**config.mk**
```make
export PLATFORM = sky130hd
export DESIGN_NAME = int2float_rr_sched
export DESIGN_NICKNAME = d
export VERILOG_FILES = /design/src/rtl/int2float_rr_sched.sv
export SDC_FILE = /design/constraint.sdc
export NUM_CORES = 1
export LEC_CHECK = 0
export CORE_MARGIN = 5
export CORE_UTILIZATION = 25
export CTS_BUF_LIST = sky130_fd_sc_hd__clkbuf_4
export CTS_CLUSTER_DIAMETER = 120
export CTS_CLUSTER_SIZE = 40
export DETAILED_ROUTE_END_ITERATION = 8
export SLEW_MARGIN = 30
export SYNTH_ARGS = -nofsm -noshare
export SYNTH_HDL_FRONTEND = slang
export SYNTH_SLANG_ARGS = --single-unit
```
**constraint.sdc**
```tcl
create_clock -name clk -period 2.3 [get_ports clk]
set_input_delay 0.575 -clock clk [delete_from_list [all_inputs] [get_ports clk]]
set_output_delay 0.575 -clock clk [all_outputs]
set_load 0.03 [all_outputs]
```
**src/rtl/int2float_rr_sched.sv**
```systemverilog
// -----------------------------------------------------------------------------
// int2float_rr_sched
//   Shares one combinational 11-bit int -> 7-bit float converter between NREQ
//   requesters. A round-robin arbiter grants at most one valid requester per
//   cycle. The granted operand drives the converter. The result is pushed,
//   tagged with the requester index, into a 2-entry output FIFO that has
//   valid/ready backpressure.
//
// Ports
//   clk        rising-edge clock
//   rst        synchronous, active-high reset
//   req_valid  [NREQ]      requester i presents an operand
//   req_data   [NREQ*11]   operand i at bits [11*i+10 : 11*i]
//   req_ready  [NREQ]      one-hot grant (all zero when nothing is accepted)
//   conv_in    [11]        operand sent to the shared converter
//   conv_out   [7]         converter result, combinational in conv_in
//   res_valid              FIFO head valid
//   res_ready              consumer accepts the head
//   res_data   [7]         head result
//   res_tag    [TAGW]      requester index of the head result
//   busy                   any requester valid, or FIFO not empty
//   conv_cnt   [16]        accepted conversions, wraps at 2^16
// -----------------------------------------------------------------------------
module int2float_rr_sched #(
    parameter int NREQ = 4,
    parameter int TAGW = 2
) (
    input  logic                 clk,
    input  logic                 rst,
    input  logic [NREQ-1:0]      req_valid,
    input  logic [NREQ*11-1:0]   req_data,
    output logic [NREQ-1:0]      req_ready,
    output logic [10:0]          conv_in,
    input  logic [6:0]           conv_out,
    output logic                 res_valid,
    input  logic                 res_ready,
    output logic [6:0]           res_data,
    output logic [TAGW-1:0]      res_tag,
    output logic                 busy,
    output logic [15:0]          conv_cnt
);

    typedef struct packed {
        logic [6:0]      data;
        logic [TAGW-1:0] tag;
    } entry_t;

    entry_t          fifo_q [2];
    logic            wr_q;
    logic            rd_q;
    logic [1:0]      count_q;
    logic [TAGW-1:0] ptr_q;
    logic [10:0]     last_q;

    logic            grant_vld;
    logic [TAGW-1:0] grant_idx;
    logic            push;
    logic            pop;

    // Round-robin search starting at ptr_q. Acceptance only considers the
    // occupancy at the start of the cycle; a same-cycle pop does not free a
    // slot. Nothing is granted while reset is held.
    always_comb begin
        int unsigned j;
        // NOTE: every combinational output gets a default before any
        // conditional assignment, so no path leaves it unassigned (no latch).
        grant_vld = 1'b0;
        grant_idx = '0;
        j         = 0;
        if (!rst && count_q != 2'd2) begin
            for (int k = 0; k < NREQ; k++) begin
                j = (int'(ptr_q) + k) % NREQ;
                if (!grant_vld && req_valid[j]) begin
                    grant_vld = 1'b1;
                    grant_idx = TAGW'(j);
                end
            end
        end
    end

    always_comb begin
        req_ready = '0;
        for (int i = 0; i < NREQ; i++) begin
            req_ready[i] = grant_vld && (grant_idx == TAGW'(i));
        end
    end

    // With no grant the converter keeps seeing the last granted operand.
    assign conv_in   = grant_vld ? req_data[int'(grant_idx)*11 +: 11] : last_q;

    assign push      = grant_vld;
    assign res_valid = (count_q != 2'd0);
    assign pop       = res_valid && res_ready;
    assign res_data  = fifo_q[rd_q].data;
    assign res_tag   = fifo_q[rd_q].tag;
    assign busy      = (|req_valid) || (count_q != 2'd0);

    always_ff @(posedge clk) begin
        // NOTE: sequential state uses non-blocking assignments so every
        // register samples the pre-edge values of the others.
        if (rst) begin
            ptr_q     <= '0;
            count_q   <= '0;
            wr_q      <= 1'b0;
            rd_q      <= 1'b0;
            conv_cnt  <= '0;
            last_q    <= '0;
            // NOTE: the two storage entries are cleared as well, because the
            // head is visible on res_data/res_tag and must read zero after reset.
            fifo_q[0] <= '0;
            fifo_q[1] <= '0;
        end else begin
            if (push) begin
                fifo_q[wr_q] <= '{data: conv_out, tag: grant_idx};
                wr_q         <= ~wr_q;
                last_q       <= conv_in;
                conv_cnt     <= conv_cnt + 16'd1;
                ptr_q        <= (grant_idx == TAGW'(NREQ-1)) ? '0 : grant_idx + 1'b1;
            end
            if (pop) begin
                rd_q <= ~rd_q;
            end
            case ({push, pop})
                2'b10:   count_q <= count_q + 2'd1;
                2'b01:   count_q <= count_q - 2'd1;
                default: count_q <= count_q;
            endcase
        end
    end

endmodule

```
==> results of run 1 <==
-- cells in the mapped netlist, types with 4 or more instances --
master and n:
nor2b_1 4, a21oi_1 4, a21o_1 12, xor2_1 15, o21ai_0 16, clkbuf_1 9
mux2_2 9, a31oi_1 19, edfxtp_1 18, buf_2 8, and3_1 11, and2_1 16
nor3_1 6, nor2_1 29, xnor2_1 4, dfxtp_1 34, nand3_1 36, nand4_1 7
nand2b_1 5, nand2_1 11
-- power by group --
group	total, µW	internal (µW)	switching [µW]
Clock	454	129	325
Sequential	1220	1130	94.5
Combinational	2370	1170	1200
-- flip-flops by register name, indices dropped and copies added (netlist names), named ones only --
signal and flops:
fifo_q 18, count_q 2, conv_cnt 16, last_q 11, wr_q 1, rd_q 1
ptr_q 2
-- per-stage QoR --
| step | setup WS (ns) | total power (µW) | hold WS [ns] |
|---|---|---|---|
| 6_report | -0.316 | 4050 | 0.523 |
| 5_1_grt | -0.395 | 4290 | 0.565 |
| 4_1_cts | -0.339 | 4040 | 0.525 |
| 3_5_place_dp | -0.794 | 3230 | 0.501 |
| 3_3_place_gp | -0.772 | 3200 | 0.481 |
| 2_1_floorplan | -0.0342 | 2380 | 0.462 |
-- final cells by class --
| type | instances | area, µm² |
|---|---|---|
| Multi-Input combinational cell | 229 | 1830 |
| Tap cell | 140 | 175 |
| Clock buffer | 5 | 37.5 |
| Fill cell | 1032 | 5720 |
| Timing Repair Buffer | 184 | 1800 |
| Inverter | 3 | 18.8 |
| Sequential cell | 52 | 1230 |
| Clock inverter | 3 | 27.5 |
-- worst max-delay path, delay by kind of cell --
| kind | cells | cell delay (ns) |
|---|---|---|
| AO/OA/AOI/OAI | 2 | 0.25 |
| buffers and inverters | 5 | 0.68 |
| multiplexers | 2 | 0.41 |
| AND/OR/NAND/NOR | 1 | 0.14 |
-- how the worst min path moves through the flow --
stage / slack (ns) / end / depth (start not counted) / startpoint
global route: 0.56 / count_q[1]$_SDFFE_PP0P_ / 2 / count_q[1]$_SDFFE_PP0P_
finish: 0.52 / count_q[1]$_SDFFE_PP0P_ / 2 / count_q[1]$_SDFFE_PP0P_
global placement: 0.48 / count_q[1]$_SDFFE_PP0P_ / 2 / count_q[1]$_SDFFE_PP0P_
floorplan: 0.46 / count_q[1]$_SDFFE_PP0P_ / 2 / count_q[1]$_SDFFE_PP0P_
detailed placement: 0.50 / register / 2 / rd_q$_SDFFE_PP0P_
CTS: 0.53 / count_q[1]$_SDFFE_PP0P_ / 2 / count_q[1]$_SDFFE_PP0P_
-- routing by layer --
metal,vias to the layer above,global-route usage
met1,1409,0.158
met5,-,0
met3,14,0.0274
li1,1442,-
met4,0,0.0360
met2,86,0.273
-- cells in the final DEF (no fill, tap or decap), types with 3 or more instances in the layout --
| master | netlist | final |
|---|---|---|
| xnor2_1 | 4 | 4 |
| mux2_2 | 9 | 9 |
| clkbuf_4 | 0 | 5 |
| a31oi_1 | 19 | 10 |
| nor2b_4 | 0 | 3 |
| a31oi_4 | 0 | 8 |
| buf_4 | 0 | 63 |
| a21o_1 | 12 | 11 |
| nand2b_1 | 5 | 5 |
| o21ai_0 | 16 | 8 |
| nor2_1 | 29 | 26 |
| buf_6 | 1 | 33 |
| clkdlybuf4s50_1 | 0 | 68 |
| and3_1 | 11 | 11 |
| nor3_4 | 1 | 3 |
| xor2_1 | 15 | 15 |
| nor3_1 | 6 | 5 |
| edfxtp_1 | 18 | 18 |
| nand3_2 | 0 | 13 |
| buf_12 | 0 | 6 |
| and2_4 | 0 | 6 |
| dfxtp_1 | 34 | 30 |
| nand3_1 | 36 | 22 |
| nand4_1 | 7 | 7 |
| nand2_1 | 11 | 8 |
| dlygate4sd2_1 | 0 | 10 |
| and2_1 | 16 | 10 |
| o21ai_1 | 1 | 7 |
-- kinds of logic (layout without fill, tap and decap cells) --
kind of cell | Yosys count | after routing | share of synthesized area
compound gates | 58 | 58 | 0.134
xor+xnor | 19 | 19 | 0.0603
fa+ha+maj | 3 | 3 | 0.0136
buf+inv | 22 | 195 | 0.0367
flops | 52 | 52 | 0.442
mux | 11 | 11 | 0.0440
simple gates | 138 | 138 | 0.269
-- what timing repair did --
item	CTS	global route
pin swaps	29	7
endpoints found under the setup margin	26	16
cloned	2	0
gates resized for setup	114	9
hold buffers	0	0
setup buffers	20	3
hold endpoints to repair	0	0
==> flow_summary.yaml, run 1 <==
synth:
  yosys_warnings: 0
  netlist_area_um2: 2760
  synth.distinct_cells: 41
  synth_top_area_share: 0.247
  ys_top_cells_by_area: "dfxtp_1 25%, edfxtp_1 20%, nand3_1 6.5%"
  synth_seq_cells: 52
  synth_nets: 364
  avgSynthCellArea_um2: 9.11
  synth_edf_count: 18
  seq_area_frac_synth: 0.442
  synth_flop_cell: "dfxtp_1"
  async_flop_share: 0
  synth.largest_area_cell: "dfxtp_1"
  synth_cells: 303
timing:
  fin_crit_ns: 2.62
  fin_skew_ns: 0.0172
  rsz0062_at_grt: "true"
  setup_viol: 15
  relSlewSlack: 0.381
  slew_viol_final: 0
  fin_crit_sh: 1.14
  hold_viol: 0
  tns_ns: -3.87
  setup_ws_ns: -0.316
  worstMarginPinSlew_ns: 0.921
  fmaxAchievable_ghz: 0.382
die:
  die_w_um: 115
  io_pins: 100
  num_rows: 38
  die_area_um2: 13200
  start_util: 0.255
  coreArea_um2: 10800
  die_h_um: 115
layout:
  antennaDiodeCount: 0
  finalNonFillerCells: 616
  final_area_um2: 5120
  finalNetCount: 536
  drive_above_1_share: 0.391
  area_growth_syn_to_layout_pct: 85.5
  fin_util: 0.472
critical_path:
  crit_start: "req_valid[0]"
  startpoint_type: "input port"
  r2r_end: "count_q[1]$_SDFFE_PP0P_"
  ff2ff_path_depth: 9
  cp_cell_sequence: "buf_6 > buf_6 > buf_12 > mux2i_4 > o22ai_4 > buf_12 > nor2_4 > mux2i_2 > o211ai_1 > buf_4"
  endpoint: "conv_in[10]"
  r2r_start: "count_q[1]$_SDFFE_PP0P_"
  critPathRequiredTime_ns: 1.73
  cp_slowest_cell: "mux2i_2"
  reg2reg_slack_ns: 0.24
  arrival_ns: 2.04
  criticalPathCategory: "input port to output pin"
  worstPathMaxFanout: 6
  cpPeakStageDelay_ns: 0.24
  endpoint_kind: "output pin"
grt:
  grt_pass1_wl_um: 15100
  grt_max_degree: 24
  antenna_found_initial: 0
  grt-ovfl-total: 0
  grt_usage: 0.142
  grt_pass1_vias: 3105
drt:
  dr_wl_met2_um: 5000
  first_iter_violations: 77
  m1WireLength_um: 3700
  dr.pass1.iters: 4
  drc_errors: 0
  ant_nets: 0
  wl_per_cell_um: 15.0
  wl_met3_um: 383
  num_vias: 2951
  top_layer: "met4"
  wirelength_um: 9260
  vias_per_cell: 4.79
cts:
  cts_buffer_depth: 2
  htreeDepth: 2
  cts_tree: "yes"
  clock_sinks: 52
  insertion_delay_ns: 0.38
  cts.clk_slew.worst_paths_ns: 0.18
  cts_root_buf: "clkbuf_4"
  cts_buffers: 5
power:
  irDropWorstVdd_mv: 0.374
  powerDensity_nw_per_um2: 790
  p_leak_uw: 0.00209
placement:
  place_area_um2: 4520
  gp_congestion: 0.785
  io_buffer_count: 99
  placed_cells: 583
  dp_hpwl_um: 6620
worst_hold_path:
  hold_path_class: "register to register"
status:
  status: "complete, but fails checks"
  failed_checks: "setup timing"
flow_run:
  maxCapViolations: 0
(Power assumes the default switching activity.)
==> inputs of run 2 (changes only) <==
Settings changed: CORE_UTILIZATION 25 to 35, PLACE_DENSITY_LB_ADDON set to 0.3.
==> flow_summary.yaml, run 2 (synthesis results as in run 1) <==
status:
  status: "complete, but fails checks"
  failed_checks: "setup timing"
die:
  coreArea_um2: 7690
  die_area_um2: 9760
  die_w_um: 98.8
  start_util: 0.359
  die_h_um: 98.8
  io_pins: 100
  num_rows: 32
timing:
  setup_ws_ns: -0.394
  fin_skew_ns: 0.0127
  slew_viol_final: 0
  fmaxAchievable_ghz: 0.371
  rsz0062_at_grt: "true"
  fin_crit_sh: 1.17
  worstMarginPinSlew_ns: 0.798
  tns_ns: -4.72
  fin_crit_ns: 2.69
  relSlewSlack: 0.464
  setup_viol: 15
  hold_viol: 0
drt:
  wl_per_cell_um: 17.2
  wirelength_um: 9970
  drc_errors: 0
  ant_nets: 0
  dr.pass1.iters: 5
  num_vias: 3045
  vias_per_cell: 5.25
  first_iter_violations: 115
cts:
  cts_tree: "yes"
  cts.clk_slew.worst_paths_ns: 0.16
  cts_root_buf: "clkbuf_4"
  clock_sinks: 52
  hold_buffers: 0
  insertion_delay_ns: 0.37
  cts_buffers: 5
  htreeDepth: 2
  cts_buffer_depth: 2
worst_hold_path:
  holdPathStages: 2
  hold_path_class: "register to register"
  min_from: "rd_q$_SDFFE_PP0P_"
layout:
  final_common_cell: "clkdlybuf4s50_1"
  finalNetCount: 538
  antennaDiodeCount: 0
  drive_above_1_share: 0.408
  reg.largest.list: "fifo_q (18), conv_cnt (16), last_q (11)"
  largest_reg_flops: 18
  final_cell_mix: "68 x clkdlybuf4s50_1, 51 x buf_4, 44 x buf_6"
  largest-register: "fifo_q"
  fill_cells: 560
  area_growth_syn_to_layout_pct: 91.3
grt:
  grt_usage: 0.200
  grt_pass1_wl_um: 15900
  antenna_found_initial: 0
  grt-ovfl-total: 0
  grt_max_degree: 21
  grt_pass1_vias: 3299
placement:
  gp_congestion: 0.881
  dp_hpwl_um: 6160
  dp_slack_ns: -0.786
  io_buffer_count: 99
critical_path:
  r2r_end: "last_q[4]$_SDFFE_PP0N_"
  critPathRequiredTime_ns: 1.73
  crit_start: "req_valid[1]"
  ff2ff_path_depth: 14
  reg2reg_slack_ns: 0.18
  worstPathMaxFanout: 4
  endpoint_kind: "output pin"
  r2r_start: "ptr_q[1]$_SDFFE_PP0N_"
  startpoint_type: "input port"
  arrival_ns: 2.12
  criticalPathCategory: "input port to output pin"
power:
  p_leak_uw: 0.00214
  irDropWorstVdd_mv: 0.443
  powerDensity_nw_per_um2: 813
flow_run:
  maxCapViolations: 0
run 2: changes by cell type in the layout (fill, tap and decap cells not counted), sizes merged:
| cell | before | now |
|---|---|---|
| clkbuf | 5 | 7 |
| bufinv | 0 | 1 |
| clkdlybuf4s15 | 2 | 1 |
| clkinv | 1 | 2 |
| clkinvlp | 1 | 0 |
| inv | 4 | 3 |
| nand2 | 11 | 12 |
run 2: through the flow:
step | util | power, µW | hold slack, ns | cells | cell area, µm²
floorplan | - | 2380 | 0.462 | 303 | 3000
global placement | 0.568 | 3160 | 0.480 | 535 | 4370
detailed placement | 0.568 | 3190 | 0.493 | 535 | 4370
CTS | 0.676 | 4210 | 0.529 | 576 | 5200
global route | 0.687 | 4520 | 0.553 | 580 | 5280
finish | 0.687 | 4290 | 0.533 | 580 | 5280
run 2: cell type report:
cell class / count / area [µm²] / share of cell area
inverter: 3 / 16.3 / 0.00308
multi-input combinational: 230 / 1960 / 0.371
clock inverter: 3 / 42.5 / 0.00805
sequential: 52 / 1230 / 0.233
timing repair buffer: 185 / 1870 / 0.353
tap: 102 / 128 / 0.0242
clock buffer: 5 / 37.5 / 0.00711
run 2: timing repair:
action	in CTS	in global routing
endpoints found under the setup margin	35	16
setup buffers	32	4
cloned	2	1
pin swaps	40	17
gates resized for setup	144	19
run 2: worst max-delay path by stage:
stage	depth (start not counted)	to
final	10	conv_in[10]
after global routing	10	conv_in[10]
after global placement	4	busy
after CTS	6	conv_in[10]
after detailed placement	4	busy
after floorplan	7	conv_in[8]
run 2: report_power, final:
part	total (µW)	switching, µW	internal [µW]
logic	2520	1270	1250
clock network	542	314	228
registers	1230	103	1130
total	4290	1690	2610
run 2: per-layer routing:
metal | up-vias | global-route usage | wire [µm]
met3 | 29 | 0.0580 | 787
met2 | 135 | 0.349 | 5070
met4 | 0 | 0.0693 | 313
met5 | - | 0 | 0
met1 | 1434 | 0.232 | 3790
li1 | 1447 | - | -
run 2: worst max-delay path: stages:
cell       delay [ns]
buf_6            0.10
buf_6            0.12
buf_6            0.12
nor2b_4          0.15
a211oi_4         0.10
buf_6            0.14
nor2_4           0.23
nand2_4          0.10
o211ai_1         0.27
clkbuf_16        0.21
==> inputs of run 3 (changes only) <==
Settings changed: CORE_MARGIN 5 to 10.
==> flow_summary.yaml, run 3 (synthesis results as in run 1) <==
cts:
  hold_buffers: 0
  cts.clk_slew.worst_paths_ns: 0.15
  clock_sinks: 52
  cts_buffers: 5
  insertion_delay_ns: 0.38
  htreeDepth: 2
  cts_buffer_depth: 2
  cts_root_buf: "clkbuf_4"
  cts_tree: "yes"
drt:
  dr.pass1.iters: 6
  wirelength_um: 9480
  ant_nets: 0
  vias_per_cell: 5.11
  num_vias: 2936
  first_iter_violations: 123
  wl_per_cell_um: 16.5
  drc_errors: 0
timing:
  fin_crit_sh: 1.16
  setup_ws_ns: -0.360
  rsz0062_at_grt: "true"
  tns_ns: -4.06
  fin_crit_ns: 2.66
  setup_viol: 15
  slew_viol_final: 0
  fin_skew_ns: 0.0187
  hold_viol: 0
  relSlewSlack: 0.413
  fmaxAchievable_ghz: 0.376
  worstMarginPinSlew_ns: 0.874
power:
  p_switching_uw: 1580
  clkPwrFrac: 0.106
  p_int_uw: 2370
  comb_power_share: 0.585
  p_leak_uw: 0.00205
  powerDensity_nw_per_um2: 787
  irDropWorstVdd_mv: 0.318
  p_seq_frac: 0.309
  power_switching_share: 0.400
critical_path:
  startpoint_type: "register"
  criticalPathCategory: "register to output pin"
  worstPathMaxFanout: 5
  reg2reg_slack_ns: 0.19
  cpPeakStageDelay_ns: 0.40
  cp_num_buf_inv: 1
  r2r_end: "count_q[1]$_SDFFE_PP0P_"
  ff2ff_path_depth: 9
  endpoint_kind: "output pin"
  arrival_ns: 2.08
  cp_cell_sequence: "mux2i_4 > o22ai_4 > nor2_4 > mux2i_2 > o211ai_1 > bufbuf_16"
  r2r_start: "count_q[0]$_SDFFE_PP0P_"
  cp_slowest_cell: "dfxtp_4"
  crit_family: "multiplexers"
  critPathRequiredTime_ns: 1.73
status:
  failed_checks: "setup timing"
  status: "complete, but fails checks"
grt:
  antenna_found_initial: 0
  grt_usage: 0.158
  grt_max_degree: 29
  grt_pass1_wl_um: 15100
  grt-ovfl-total: 0
  grt_pass1_vias: 3129
die:
  die_w_um: 109
  num_rows: 32
  coreArea_um2: 7690
  die_h_um: 109
  io_pins: 100
  start_util: 0.359
  die_area_um2: 11800
placement:
  place_area_um2: 4430
  dp_hpwl_um: 6770
  gp_congestion: 0.785
  io_buffer_count: 99
worst_hold_path:
  min_from: "conv_cnt[1]$_SDFFE_PP0N_"
  holdPathStages: 2
  hold_path_class: "register to register"
  min_to: "conv_cnt[1]$_SDFFE_PP0N_"
layout:
  reg.largest.list: "fifo_q (18), conv_cnt (16), last_q (11)"
  drive_above_1_share: 0.379
  largest_reg_flops: 18
  antennaDiodeCount: 0
  final_cell_mix: "68 x clkdlybuf4s50_1, 64 x buf_4, 30 x dfxtp_1"
  final_common_cell: "clkdlybuf4s50_1"
  fill_cells: 615
  final_area_um2: 5010
  area_growth_syn_to_layout_pct: 81.6
  finalNetCount: 532
  largest-register: "fifo_q"
flow_run:
  maxCapViolations: 0
==> run 3: cell count changes in the layout (fill, tap and decap cells not counted), sizes merged <==
cell      delta
buf          -5
bufbuf       +1
bufinv       -1
clkbuf       -2
clkinv       -1
clkinvlp     +2
==> run 3: power groups by stage <==
| stage | combinational (µW) | sequential, µW | clock (µW) |
|---|---|---|---|
| after floorplan | 1150 | 1230 | 0 |
| after global placement | 1960 | 1220 | 0 |
| after detailed placement | 1990 | 1230 | 0 |
| after CTS | 2290 | 1220 | 428 |
| after global routing | 2480 | 1240 | 467 |
| final | 2310 | 1220 | 417 |
==> run 3: what timing repair did <==
item | in CTS | in global routing
cloned | 1 | 0
resized for setup | 117 | 8
buffers inserted | 19 | 4
pin swaps | 21 | 4
endpoints found under the hold margin | 0 | 0
setup endpoints to repair | 25 | 15
==> run 3: how the worst max path moves through the flow <==
stage,cells after the start,startpoint,to,slack [ns]
after floorplan,7,req_valid[3],conv_in[8],-0.03
after global placement,4,req_valid[0],busy,-0.74
after detailed placement,11,req_valid[0],req_ready[0],-0.78
after CTS,6,ptr_q[1]$_SDFFE_PP0N_,conv_in[10],-0.35
after global routing,6,ptr_q[1]$_SDFFE_PP0N_,conv_in[10],-0.43
final,6,ptr_q[1]$_SDFFE_PP0N_,conv_in[10],-0.36
==> run 3: cell type report <==
| type | count | area (µm²) | area share |
|---|---|---|---|
| Clock inverter | 3 | 18.8 | 0.00374 |
| Sequential cell | 52 | 1230 | 0.245 |
| Inverter | 3 | 16.3 | 0.00325 |
| Clock buffer | 5 | 37.5 | 0.00749 |
| Timing Repair Buffer | 179 | 1700 | 0.339 |
| Multi-Input combinational cell | 230 | 1880 | 0.376 |
| Tap cell | 102 | 128 | 0.0255 |
==> run 3: per-stage QoR <==
step | total power (µW) | hold WS [ns] | instances | setup slack (ns) | utilization
6_report | 3940 | 0.523 | 574 | -0.360 | 0.652
5_1_grt | 4180 | 0.542 | 574 | -0.431 | 0.652
4_1_cts | 3940 | 0.522 | 572 | -0.346 | 0.648
3_5_place_dp | 3220 | 0.496 | 545 | -0.783 | 0.576
3_3_place_gp | 3180 | 0.478 | 545 | -0.741 | 0.576
2_1_floorplan | 2380 | 0.462 | 303 | -0.0342 | -
==> run 3: worst min-delay path, stage by stage (launching register included) <==
cell	delay, ns
dfxtp_1	0.37
nand2b_1	0.07
o21ai_0	0.06
==> run 3: per-layer routing <==
metal	GRT usage	up-vias	wire, µm
met2	0.282	89	4880
met1	0.173	1402	3760
met4	0.0443	0	155
met3	0.0543	14	685
li1	-	1431	-
met5	0	-	0
==> RTL change 1, RTL diff (settings of run 3) <==
The parameter `NREQ` goes from 4 to 2.
--- a/src/rtl/int2float_rr_sched.sv
+++ b/src/rtl/int2float_rr_sched.sv
@@ -23,5 +23,5 @@
 // -----------------------------------------------------------------------------
 module int2float_rr_sched #(
-    parameter int NREQ = 4,
+    parameter int NREQ = 2,
     parameter int TAGW = 2
 ) (
Ports: changed (resized req_data, req_ready and req_valid); port bits go from 100 to 74. The function was not compared with the original's and may differ.
==> RTL change 1 against run 3 <==
- the flow still finishes with violations (negative setup slack)
- cell area is 28% lower
- final cell count is 26% lower
- sequential cell count is 3 lower
- synthesized area is 16% lower
- sequential power is 7% lower
- wire length is 31% lower
- power is 30% lower
- largest cell class is now non-clock buffers
- register-to-register slack hardly changed
- setup slack better by 230 ps
- critical path type is now input port to primary output
==> RTL change 1: results (changes against run 3) <==
Parameter                              Value

STA
  Smallest setup slack after layout    -128 ps (+232 ps)
  Final Hold Slack    459 ps (-63.8 ps)
  Number of setup violations in the final report    12 (-3)
  Worst Skew    12.0 ps (-6.79 ps)

Power and ir drop
  Static Leak    1.52 nW (-26%)
  Peak VDD IR    400 uV (+26%)

Global routing
  Number of antenna violations at the first check in global routing    0 (unchanged)
  Maximum number of pins on one net before global-route repair    23 (-21%)
  Overall routing resource usage    12.6% (-3.2 points)
  First-pass GRT wire length    10.6 mm (-30%)
  Number of global-route vias before repair    2233 (-29%)

Worst hold path
  Class of the tightest hold or removal check    flip-flop to flip-flop

Place
  Placement-stage worst setup slack    -522 ps (+262 ps)
  Placer Congestion    0.795 (+1.3%)
  Number of cells after detailed placement    402 (-26%)
  Count of port buffers added during placement    72 (-27%)
  Post-DP HPWL    4.42 mm (-35%)

Routing
  Number of design-rule violations left by the first detailed-router iteration    103 (-16%)
  Overall via count from detail_route    2185 (-26%)
  Detailed Route WL    6.58 mm (-31%)
  Detailed-router iteration count before antenna repair    9 (+3)

Clock network
  Root Driver    clkbuf_4
  Worst-path clk slew    140 ps
  Number of buffers added by the clock tree synthesis step    5 (unchanged)
  Bufs on Longest Clock Path    2 (unchanged)
  Clock latency on the worst-skew pair    360 ps (-20 ps)
  CTS H-tree lvls    2 (unchanged)

Synth
  Number of library cell types mapped by synthesis    43 (+4.9%)
  Sequential fraction of the synthesis area    49.4% (+5.1 points)
  Commonest register cell after synthesis    dfxtp_1
  Post-synthesis net count    275 (-24%)
  Synthesized area per cell    9.67 sq um (+6.1%)
  Cells taking the most area after synthesis    dfxtp_1, edfxtp_1, nand2_1
  Number of warning messages in the yosys log    0 (unchanged)
  Synth cell count leaders    dfxtp_1, nand2_1, inv_1, edfxtp_1, nor2_1
  FFs w/ async S/R, synth    0% (unchanged)
  Count of flip-flops with a built-in enable after synthesis    16 (-2)

Layout
  ANT cells    0 (unchanged)
  Registers with the most flip-flops    conv_cnt (16), fifo_q (16), last_q (11)
  Final Non-Filler Cells    424 (-26%)
  Filler cell count    581 (-5.5%)
  Share of post-route cells with drive strength above 1    25.9% (-12 points)
  Net count reported at finish    382 (-28%)

Status
  Violations in the final reports    negative setup slack
  Run status    finished, violations left

Setup path
  WP data arrival    1850 ps (-230 ps)
  Crit Path Max Fanout    5 (unchanged)
  Reg2reg setup slack    190 ps (about the same)
RTL change 1: cell types whose count changed in the layout (fill, tap and decap cells not counted), sizes merged, moves of 13 or more:
cell           before  now
inv                 3   17
nand2              12   32
nor2               29   14
clkdlybuf4s50      68   46
a31oi              19    0
xor2               15    2
buf                99   55
nand3              36    3
RTL change 1: area by class of cell:
cell class / instances / area [sq um] / area share, %
timing repair buffer: 114 / 1150 / 32.0
sequential: 49 / 1150 / 31.9
multi-input combinational: 159 / 1070 / 29.9
tap: 77 / 96.3 / 2.68
inverter: 17 / 68.8 / 1.91
clock buffer: 6 / 45.0 / 1.25
clock inverter: 2 / 15.0 / 0.417
RTL change 1: repair_timing:
action / CTS / global route
cloned: 2 / 2
buffers inserted: 7 / 6
setup endpoints to repair: 23 / 14
gates resized for setup: 48 / 9
pin swaps: 12 / 9
RTL change 1: through the flow:
stage                     instance area, sq um  setup TNS [ps]
final                                     3600           -1230
after global placement                    3290          -13280
after global routing                      3600           -2330
after CTS                                 3510           -1810
after floorplan                           2310               0
after detailed placement                  3290          -13700
RTL change 1: worst max-delay path, stage by stage:
cell	delay [ps]
buf_6	70
buf_6	100
inv_4	30
buf_6	100
o2111a_2	290
clkbuf_16	170
a222oi_1	270
inv_1	100
buf_6	150
RTL change 1: path summary, 6_finish.rpt:
| check | from | endpoint | depth (start not counted) |
|---|---|---|---|
| max reg2reg | count_q[1] | conv_cnt[14] | 7 |
| min | last_q[10] | last_q[10] | 2 |
| max | req_valid[0] | conv_in[4] | 9 |
| min reg2reg | last_q[10] | last_q[10] | 2 |
RTL change 1: power by group:
part	internal (mW)	switching (mW)	total (mW)
Combinational	0.594	0.628	1.22
Clock	0.132	0.283	0.415
Sequential	1.03	0.0976	1.13
RTL change 1: kinds of logic (layout without fill, tap and decap cells):
group / Yosys count / after routing / share of synthesized area, %
flip-flops: 49 / 49 / 49.4
adder cells (fa/ha/maj): 2 / 2 / 1.08
buffers and inverters: 31 / 139 / 5.63
AND/OR/NAND/NOR: 91 / 91 / 20.5
AO/OA/AOI/OAI: 46 / 46 / 15.2
other: 1 / 1 / 0.162
XOR/XNOR: 11 / 11 / 4.17
multiplexers: 8 / 8 / 3.90
RTL change 1: routing by layer:
metal | vias up | part of all wire, % | global-route usage, %
met1 | 1036 | 41 | 14.3
met5 | - | 0 | 0
met4 | 0 | 1.1 | 4.50
met3 | 5 | 8.2 | 4.70
li1 | 1084 | - | -
met2 | 60 | 49 | 21.1
==> RTL change 2, RTL diff (settings of run 3) <==
Without the edit above. Put one more register stage on the output `conv_cnt`, with the module's reset. The value now appears one clock later. The other outputs are not delayed to match.
--- a/src/rtl/int2float_rr_sched.sv
+++ b/src/rtl/int2float_rr_sched.sv
@@ -45,4 +45,6 @@
         logic [TAGW-1:0] tag;
     } entry_t;
+
+    logic [15:0] conv_cnt_s0;
 
     entry_t          fifo_q [2];
@@ -104,5 +106,5 @@
             wr_q      <= 1'b0;
             rd_q      <= 1'b0;
-            conv_cnt  <= '0;
+            conv_cnt_s0 <= '0;
             last_q    <= '0;
             // NOTE: the two storage entries are cleared as well, because the
@@ -115,5 +117,5 @@
                 wr_q         <= ~wr_q;
                 last_q       <= conv_in;
-                conv_cnt     <= conv_cnt + 16'd1;
+                conv_cnt_s0  <= conv_cnt_s0 + 16'd1;
                 ptr_q        <= (grant_idx == TAGW'(NREQ-1)) ? '0 : grant_idx + 1'b1;
             end
@@ -129,4 +131,12 @@
     end
 
+    always_ff @(posedge clk) begin
+        if (rst) begin
+            conv_cnt <= '0;
+        end else begin
+            conv_cnt <= conv_cnt_s0;
+        end
+    end
+
 endmodule
 
Formal check against the unedited RTL: not equivalent (Yosys sat finds a counterexample within 4 cycles, from zero or initial values and one cycle with rst high).
==> RTL change 2 against run 3 <==
- the run still ends with negative setup slack left
- register-to-register slack improved by 70 ps
- sequential cell count rose by 16
- critical path type unchanged
- power rose by 36%
- cell area rose by 16%
- critical path depth rose by 1
- global-route usage rose by 1.2 points
- fmax fell by 4.4%
- via count rose by 13%
- clock power rose by 57%
- synthesized area rose by 18%
- sequential share of layout area rose by 2.1 points
- setup slack got worse by 120 ps
- wire length rose by 22%
==> RTL change 2: results (changes against run 3) <==
Parameter                              Value

Setup path
  WP data arrival    2210 ps (+130 ps)
  CP peak stage delay    430 ps (+30 ps)
  Slowest stage cell, crit path    or3_4
  Largest delay share family, worst path    compound AO/OA/AOI/OAI gates

Synth
  Share of the synthesized netlist area taken by xor and xnor gates    4.32% (-1.7 points)
  Post-synthesis share of cell area spent on full adders, half adders and majority gates    1.16% (-0.20 points)
  Mux cell area share after synthesis    3.82% (-0.58 points)
  Number of library cell types mapped by synthesis    46 (+12%)
  Sequential fraction of the synthesis area    47.5% (+3.3 points)
  Cells taking the most area after synthesis    dfxtp_1, edfxtp_1, nor2_1

Global routing
  First-pass GRT wire length    17.8 mm (+18%)
  Maximum number of pins on one net before global-route repair    52 (+79%)

STA
  Smallest setup slack after layout    -484 ps (-124 ps)
  Number of setup violations in the final report    15 (unchanged)
  Worst Skew    16.6 ps (-2.11 ps)

Routing
  Vias per Instance    5.11 (about the same)
  Number of design-rule violations left by the first detailed-router iteration    167 (+36%)
  Detailed-router iteration count before antenna repair    4 (-2)

Power and ir drop
  Static Leak    2.36 nW (+15%)

Status
  Run status    finished, violations left
  Violations in the final reports    negative setup slack

Clock network
  CTS H-tree lvls    3 (+1)

Layout
  Net count reported at finish    596 (+12%)
  Registers with the most flip-flops    fifo_q (18), conv_cnt (16), conv_cnt_s0 (16)
  Footprint of the flip-flops and latches    0.00155 sq mm (+26%)
  Filler cell count    694 (+13%)

Place
  Placer Congestion    0.831 (+5.8%)
  Area after detailed placement    0.00489 sq mm (+10%)
## RTL change 2: power by group
group          internal (mW)  switching, mW
clock                  0.218          0.436
combinational           1.58           1.61
sequential              1.43          0.100
## RTL change 2: worst min-delay path: stages (launching register included)
cell and delay, ps:
dfxtp_1 330, inv_1 60, nor2_1 50
## RTL change 2: area by class of cell
type / count / area share [%]
clock inverters: 7 / 0.688
repair buffers: 212 / 33.9
flip-flops and latches: 68 / 26.6
inverters: 4 / 0.301
clock buffers: 9 / 1.16
well taps: 111 / 2.39
multi-input cells: 240 / 34.9
## RTL change 2: metrics by stage
stage | hold slack (ps) | cells
finish | 489 | 651
global route | 506 | 651
CTS | 493 | 644
detailed placement | 468 | 594
global placement | 463 | 594
floorplan | 435 | 332
## RTL change 2: cells by family after synthesis
logic type | Yosys count
buf+inv | 26
simple gates | 145
xor+xnor | 16
compound gates | 63
flops | 68
mux | 11
fa+ha+maj | 3
## RTL change 2: final timing paths
path / from / to / slack (ps) / depth (start not counted)
max: ptr_q[0] / conv_in[9] / -480 / 7
min: conv_cnt_s0[5] / conv_cnt[5] / 490 / 2
max reg2reg: count_q[1] / count_q[1] / 260 / 9
min reg2reg: conv_cnt_s0[5] / conv_cnt[5] / 490 / 2
## RTL change 2: timing repair
item / 4_1_cts / 5_1_grt
resized for setup: 125 / 24
buffers inserted: 32 / 8
setup endpoints to repair: 27 / 17
pin swaps: 27 / 11
gates cloned: 3 / 1
## RTL change 2: routing by layer
layer | routed length [um] | track usage (%) | vias to the layer above
met5 | 0 | 0 | -
met4 | 385 | 8.09 | 0
met3 | 441 | 4.06 | 26
met2 | 6050 | 29.4 | 84
met1 | 4720 | 19.2 | 1615
li1 | - | - | 1603
